## config.mk

```make
export PLATFORM = sky130hd
export DESIGN_NAME = systolic_feeder
export DESIGN_NICKNAME = d
export VERILOG_FILES = /design/src/rtl/systolic_feeder.sv
export SDC_FILE = /design/constraint.sdc
export NUM_CORES = 1
export LEC_CHECK = 0
export ABC_AREA = 1
export CAP_MARGIN = 20
export CORE_AREA = 2 2 157 159
export DETAILED_ROUTE_END_ITERATION = 8
export DIE_AREA = 0 0 159 161
export GPL_TIMING_DRIVEN = 0
export PLACE_DENSITY = 0.84
export SYNTH_ARGS = -nofsm -noshare
export SYNTH_HDL_FRONTEND = slang
export SYNTH_SLANG_ARGS = --single-unit
```

## constraint.sdc

```tcl
create_clock -name clk -period 6.67 [get_ports clk]
set_clock_uncertainty 0.1 [all_clocks]
set_input_delay 0.667 -clock clk [delete_from_list [all_inputs] [get_ports clk]]
set_output_delay 0.667 -clock clk [all_outputs]
set_load 0.005 [all_outputs]
```

## src/rtl/systolic_feeder.sv

```systemverilog
// Edge feeder for the systolic GEMM array: buffers A (MxK) and B (KxN) from a
// valid/ready load port, then streams them as diagonal-skewed wavefronts.
//
// state  | meaning
// IDLE   | accepting load beats; waits for start with both matrices full
// STREAM | presenting wavefront t = 0..S-1, one per clock
// DONE   | one-cycle wrap-up: done pulse, pointers and full flags cleared
module systolic_feeder #(
  parameter int M          = 4,
  parameter int K          = 4,
  parameter int N          = 4,
  parameter int DATA_WIDTH = 8
) (
  input  logic                    clk,
  input  logic                    reset_n,
  input  logic                    in_valid,
  output logic                    in_ready,
  input  logic                    in_sel,
  input  logic [DATA_WIDTH-1:0]   in_data,
  input  logic                    start,
  output logic [M*DATA_WIDTH-1:0] a_edge,
  output logic [N*DATA_WIDTH-1:0] b_edge,
  output logic                    edge_valid,
  output logic                    busy,
  output logic                    done
);

  localparam int DW   = DATA_WIDTH;
  localparam int S    = K + M + N - 2;
  localparam int A_SZ = M * K;
  localparam int B_SZ = K * N;
  localparam int AP_W = $clog2(A_SZ + 1);
  localparam int BP_W = $clog2(B_SZ + 1);
  localparam int AI_W = (A_SZ > 1) ? $clog2(A_SZ) : 1;
  localparam int BI_W = (B_SZ > 1) ? $clog2(B_SZ) : 1;
  localparam int T_W  = $clog2(S + 1);

  typedef enum logic [1:0] {ST_IDLE, ST_STREAM, ST_DONE} state_t;

  state_t           state_q, state_d;
  logic [T_W-1:0]   t_q, t_d;
  logic [AP_W-1:0]  a_ptr_q, a_ptr_d;
  logic [BP_W-1:0]  b_ptr_q, b_ptr_d;
  logic             a_full_q, a_full_d;
  logic             b_full_q, b_full_d;
  logic [DW-1:0]    a_mem_q [A_SZ];
  logic [DW-1:0]    a_mem_d [A_SZ];
  logic [DW-1:0]    b_mem_q [B_SZ];
  logic [DW-1:0]    b_mem_d [B_SZ];
  logic [M*DW-1:0]  a_edge_q, a_edge_d;
  logic [N*DW-1:0]  b_edge_q, b_edge_d;
  logic             edge_valid_q, edge_valid_d;
  logic             done_q, done_d;
  logic             a_wr, b_wr;

  // FSM: state register
  always_ff @(posedge clk or negedge reset_n) begin
    if (!reset_n) begin
      state_q <= ST_IDLE;
      t_q     <= '0;
    end else begin
      state_q <= state_d;
      t_q     <= t_d;
    end
  end

  // FSM: next state
  always_comb begin
    state_d = state_q;
    t_d     = t_q;
    unique case (state_q)
      ST_IDLE: begin
        if (start && a_full_q && b_full_q) begin
          state_d = ST_STREAM;
          t_d     = '0;
        end
      end
      ST_STREAM: begin
        if (t_q == T_W'(S - 1)) begin
          state_d = ST_DONE;
          t_d     = '0;
        end else begin
          t_d = t_q + T_W'(1);
        end
      end
      ST_DONE: state_d = ST_IDLE;
      default: state_d = ST_IDLE;
    endcase
  end

  // FSM: outputs
  always_comb begin
    in_ready = (state_q == ST_IDLE) && (in_sel ? !b_full_q : !a_full_q);
    busy     = (state_q != ST_IDLE);
  end

  assign a_wr = in_valid && in_ready && !in_sel;
  assign b_wr = in_valid && in_ready &&  in_sel;

  always_comb begin
    a_ptr_d  = a_ptr_q;
    b_ptr_d  = b_ptr_q;
    a_full_d = a_full_q;
    b_full_d = b_full_q;
    if (state_q == ST_DONE) begin
      a_ptr_d  = '0;
      b_ptr_d  = '0;
      a_full_d = 1'b0;
      b_full_d = 1'b0;
    end else begin
      if (a_wr) begin
        a_ptr_d = a_ptr_q + AP_W'(1);
        if (a_ptr_q == AP_W'(A_SZ - 1)) a_full_d = 1'b1;
      end
      if (b_wr) begin
        b_ptr_d = b_ptr_q + BP_W'(1);
        if (b_ptr_q == BP_W'(B_SZ - 1)) b_full_d = 1'b1;
      end
    end
  end

  always_ff @(posedge clk or negedge reset_n) begin
    if (!reset_n) begin
      a_ptr_q  <= '0;
      b_ptr_q  <= '0;
      a_full_q <= 1'b0;
      b_full_q <= 1'b0;
    end else begin
      a_ptr_q  <= a_ptr_d;
      b_ptr_q  <= b_ptr_d;
      a_full_q <= a_full_d;
      b_full_q <= b_full_d;
    end
  end

  // Buffer storage is not reset; the full flags gate every use of it.
  always_comb begin
    a_mem_d = a_mem_q;
    b_mem_d = b_mem_q;
    if (a_wr) a_mem_d[a_ptr_q[AI_W-1:0]] = in_data;
    if (b_wr) b_mem_d[b_ptr_q[BI_W-1:0]] = in_data;
  end

  always_ff @(posedge clk) begin
    a_mem_q <= a_mem_d;
    b_mem_q <= b_mem_d;
  end

  // Lane i carries A[i][t-i], lane j carries B[t-j][j]; zero outside the skew window.
  always_comb begin
    a_edge_d     = '0;
    b_edge_d     = '0;
    edge_valid_d = (state_q == ST_STREAM);
    done_d       = (state_q == ST_DONE);
    if (state_q == ST_STREAM) begin
      for (int i = 0; i < M; i++) begin
        if ((int'(t_q) >= i) && (int'(t_q) - i < K))
          a_edge_d[i*DW +: DW] = a_mem_q[AI_W'(i*K + int'(t_q) - i)];
      end
      for (int j = 0; j < N; j++) begin
        if ((int'(t_q) >= j) && (int'(t_q) - j < K))
          b_edge_d[j*DW +: DW] = b_mem_q[BI_W'((int'(t_q) - j)*N + j)];
      end
    end
  end

  always_ff @(posedge clk or negedge reset_n) begin
    if (!reset_n) begin
      a_edge_q     <= '0;
      b_edge_q     <= '0;
      edge_valid_q <= 1'b0;
      done_q       <= 1'b0;
    end else begin
      a_edge_q     <= a_edge_d;
      b_edge_q     <= b_edge_d;
      edge_valid_q <= edge_valid_d;
      done_q       <= done_d;
    end
  end

  assign a_edge     = a_edge_q;
  assign b_edge     = b_edge_q;
  assign edge_valid = edge_valid_q;
  assign done       = done_q;

endmodule

```

==> run metrics, run 1 <==
Hold Crit Class reg2reg; global-route wire length before repair 77600 um; EDFF count, synth 256; antenna viol nets, final 0; critical path endpoint a_edge[22]; CTS resizes 0; Residual DRC 0; post-synth net total 1591; largest net degree at the start of global routing 59; dominant synthesized flop cell edfxtp_1; routed vias 13100; final instance area 17900 sq um; setup violators final 0; Worst Reg2Reg Path Length in Cells 12; Final TNS setup 0 ns; First-pass DRT Iterations 9; yosys warns 0; WS Path Type reg2reg; GRT Residual Overflow 0; Peak supply drop 302 uV; Area after DPL 16700 sq um; Synth async-reset ratio 0.247; Avg WL per Cell 25.7 um; chip width 159 um; CTS Buf Count 34; most common cell after layout, fill and taps aside nand2_1; most frequent cells in the layout nand2_1 (452), nand3_1 (258), edfxtp_1 (256), nor2_1 (213), dfrtp_1 (84); Max Cap Viol 0; crit start category register; final max-slew violation count 0; root buffer cell clkbuf_16; Die Ht 161 um; CP startpoint t_q[1]; fin crit period 3.96 ns; total clock sinks 340; I/O pins 81; max_slew headroom 0.255; Critical Path End Type register; Final nets 1715; Avg Cell Area, Syn 9.82 sq um; via-per-instance ratio 6.42; routability cong. 1.00; IO Port Bufs 80; DP Worst Slack 2.95 ns; status complete, no violations; Synth Register Bits 340; H-tree depth 2; Layout Cells excl Fill 2034; CP Max Fanout 14; Rows 57; worst r2r dst a_edge[22]; Reg2Reg Launch Point t_q[1]; Final Power 0.00510 W; worst skew pair latency 0.53 ns; area grow syn2layout 16.8%; number of global-route vias before repair 13000; period utilisation layout 0.594; RSZ-0062 raised after global routing no; Worst-path clk slew 0.07 ns; CP Data Required Time 6.98 ns; Initial Utilization 0.639; Pleak 7.17 nW; Die Area 25600 sq um; GRT Resource Usage Total 0.410; Pwr Density 285 nW/um^2; Fmax 252 MHz; placed cells 1970; drt initial violations 1832; worst slew pin tran 1.11 ns; synthesized instance count 1559; Worst Path Arrival 4.28 ns; flop2flop setup slack 2.71 ns; Filler cells 1612; Yosys cell types 31; ratio of cells with drive above 1 in the final layout 0.0767; Post-DP HPWL 34100 um; WL final 52300 um; CTS tree yes; Post-Syn Area 15300 sq um; CTS Buffer Depth 3; Seq/Total Area, Yosys 0.639; final worst-path setup slack 2.71 ns; Hold Fails Final Rpt 0; initial antenna violation count 1; Core Box Area 24000 sq um
power breakdown:
group	internal (W)	switching, W
Clock	0.00122	0.000854
Combinational	0.000150	0.000438
Sequential	0.00238	0.0000604
per-stage QoR:
stage	hold slack (ns)	util
2_1_floorplan	0.271	-
3_3_place_gp	0.393	0.689
3_5_place_dp	0.412	0.696
4_1_cts	0.421	0.746
5_1_grt	0.424	0.746
6_report	0.419	0.747
layout make-up:
cell class,count,area (sq um),share of cell area
clock inverter,15,200,0.0112
antenna,1,2.50,0.000140
multi-input combinational,1101,4970,0.278
buffer,80,407,0.0227
timing repair buffer,88,966,0.0540
tap,324,405,0.0227
clock buffer,47,1000,0.0560
sequential,340,9790,0.547
inverter,38,143,0.00797
flip-flops by register name, indices dropped and copies added (netlist names):
register	cells
a_mem_q	128
b_mem_q	128
a_edge	32
b_edge	32
a_ptr_q	5
b_ptr_q	5
t_q	4
state_q	2
a_full_q	1
b_full_q	1
done	1
edge_valid	1
cell usage after synthesis (8+ instances only):
master,instances,share of area
a21oi_1,49,0.016
a221oi_1,8,0.0046
buf_1,14,0.0034
buf_2,31,0.010
buf_4,14,0.0069
clkbuf_1,19,0.0047
dfrtp_1,84,0.14
edfxtp_1,256,0.50
ha_1,19,0.016
inv_1,27,0.0066
inv_2,9,0.0022
nand2_1,452,0.11
nand3_1,258,0.084
nor2_1,213,0.052
o21ai_0,67,0.022
worst max-delay path, stage by stage (launching register included):
cell and delay, ns:
dfrtp_1 0.42, buf_2 0.20, inv_2 0.24, buf_1 0.68, ha_1 0.34, ha_1 0.15, clkbuf_1 0.56, nand2_1 0.16
nand2_1 0.12, nand3_2 0.24, inv_2 0.28, nand3_1 0.10, nor2_1 0.23
layer usage:
layer,GRT usage,part of all wire,vias to the layer above
li1,-,-,5567
met2,0.676,0.47,1133
met3,0.0799,0.12,259
met4,0.238,0.064,0
met5,0,0,-
met1,0.514,0.35,6092
worst min path at each step:
stage | cells past startpoint | from | slack (ns) | to
finish | 2 | a_ptr_q[4] | 0.42 | a_ptr_q[4]
global route | 1 | state_q[1] | 0.42 | edge_valid
detailed placement | 2 | a_ptr_q[4] | 0.41 | a_ptr_q[4]
floorplan | 0 | reset_n | 0.27 | a_edge[0]
global placement | 2 | b_ptr_q[4] | 0.39 | b_ptr_q[4]
CTS | 1 | state_q[1] | 0.42 | edge_valid
logic make-up (layout without fill, tap and decap cells):
logic type	Yosys count	count (layout)	synth area share
other cells	0	1	0
flops	340	340	0.639
compound gates	134	134	0.0475
xor+xnor	7	7	0.00621
buf+inv	118	268	0.0359
simple gates	941	941	0.256
fa+ha+maj	19	19	0.0155
what timing repair did:
item,CTS,global route
buffers inserted,0,0
hold buffers,1,0
hold endpoints to repair,26,0
No activity file was read; power rests on OpenSTA's default activity.
==> run 2: changes to the inputs <==
- CORE_AREA: 2 2 157 159 -> 2 2 163 165
- DIE_AREA: 0 0 159 161 -> 0 0 165 167
- PLACE_DENSITY: 0.84 -> 0.79
- clock period: 6.67 -> 3.9 ns (I/O delays scaled with it)
==> run 2 against run 1 <==
Net effect: clock-buffer cell count is 2 lower; maximum frequency grew 5.9%; routed wire length decreased by 7.3%; worst setup slack worse by 2.6 ns; first-iteration DRC count fell by 6.9%; sequential power rose by 70%; cell count increased by 0.74%; worst hold slack got worse by 0.13 ns; global-route usage decreased by 5.2 points; die area rose by 7.6%; largest cell class unchanged.
==> run metrics, run 2 (synthesis gave the netlist of run 1 again) <==
status complete, no violations; drt initial violations 1705; via-per-instance ratio 6.10; Core Box Area 25800 sq um; worst hold slack 0.290 ns; CTS tree yes; area grow syn2layout 16.7%; CP startpoint t_q[0]; Residual DRC 0; top flop regs a_mem_q x128, b_mem_q x128; Avg WL per Cell 23.7 um; chip width 165 um; ratio of cells with drive above 1 in the final layout 0.0793; Final Power 0.00839 W; CTS Buf Count 36; global-route wire length before repair 72100 um; most common cell after layout, fill and taps aside nand2_1; Seq. cell area 9790 sq um; Max Cap Viol 0; crit start category register; number of global-route vias before repair 12100; Pwr Density 469 nW/um^2; most frequent cells in the layout nand2_1 (452), nand3_1 (258), edfxtp_1 (256), nor2_1 (213), dfrtp_1 (84); Critical Path End Type register; # Post-CTS Setup Buffers 0; Worst path max stage delay 0.67 ns; area of the multi-input gates 4970 sq um; RSZ-0062 raised after global routing no; CTS Buffer Depth 3; total clock sinks 340; largest net degree at the start of global routing 46; worst slew pin tran 1.16 ns; Fmax 267 MHz; antenna viol nets, final 0; Die Ht 167 um; Final nets 1719; CP Max Fanout 10; Filler cells 1908; Die Area 27600 sq um; period utilisation layout 0.960; H-tree depth 2; Initial Utilization 0.594; root buffer cell clkbuf_16; worst skew pair latency 0.53 ns; slowest cell on the critical path clkbuf_1; WL final 48500 um; WS Path Type reg2reg; max_slew headroom 0.221; IO Port Bufs 80; Post-DP HPWL 33900 um; ANT cells 0; fin crit period 3.74 ns; Reg2Reg Launch Point t_q[0]; CP Data Required Time 4.19 ns; Worst-path clk slew 0.06 ns; Hold Fails Final Rpt 0; CP cell instances inv_1, buf_4, buf_6, buf_4, buf_2, ha_1, buf_2, inv_2, clkbuf_1, nand3_1, nand3_1, nand2_1, nor2_1, nor2_1; First-pass DRT Iterations 6; Worst Path Arrival 4.04 ns; initial antenna violation count 0; CTS resizes 0; routability cong. 1.01; Pleak 7.14 nW; Rows 59; routed vias 12500; GRT Resource Usage Total 0.359; Peak supply drop 417 uV; setup violators final 0; Hold Crit Class in2async; final max-slew violation count 0; GRT Residual Overflow 0; I/O pins 81
run 2: worst max-delay path, delay by kind of cell (launching register included):
| kind | cells | cell delay (ns) |
|---|---|---|
| AND/OR/NAND/NOR | 5 | 0.77 |
| adder cells (fa/ha/maj) | 1 | 0.26 |
| buffers and inverters | 8 | 2.02 |
| flip-flops | 1 | 0.44 |
run 2: stage by stage:
stage          std cells  TNS [ns]  cell area, sq um  setup WS (ns)   util
2_1_floorplan       1559         0             15300           1.45      -
3_3_place_gp        1974    -65.75             16500         -0.795  0.642
3_5_place_dp        1983         0             16700         0.0813  0.650
4_1_cts             2049         0             17900         0.0517  0.694
5_1_grt             2049         0             17900          0.101  0.694
6_report            2049         0             17900          0.155  0.694
run 2: cell type report:
class,instances,area share
repair buffers,91,0.0574
multi-input cells,1101,0.278
plain buffers,79,0.0225
clock inverters,20,0.00819
flip-flops and latches,340,0.548
clock buffers,45,0.0545
well taps,335,0.0234
inverters,38,0.00798
run 2: repair_timing:
action / 4_1_cts / 5_1_grt
hold buffers: 1 / 0
hold endpoints to repair: 39 / 0
setup endpoints to repair: 0 / 11
run 2: power breakdown:
| group | total (W) | internal [W] | switching (W) |
|---|---|---|---|
| clock | 0.00325 | 0.00180 | 0.00145 |
| sequential | 0.00416 | 0.00407 | 0.0000922 |
| combinational | 0.000980 | 0.000262 | 0.000718 |
| total | 0.00839 | 0.00613 | 0.00226 |
run 2: final timing paths:
path	end	slack [ns]	depth (start not counted)
max reg2reg	a_edge[8]	0.16	14
min	a_edge[18]	0.29	2
max	a_edge[8]	0.16	14
min reg2reg	edge_valid	0.42	1
min in group clk	edge_valid	0.42	1
max in group asynchronous	b_edge[22]	2.76	3
run 2: layer usage:
metal  vias to the layer above  GRT usage  wire, um
met5                         -          0         0
met4                         0      0.177      2690
met3                       178     0.0658      5600
met2                       872      0.568     22500
met1                      5875      0.479     17700
li1                       5577          -         -
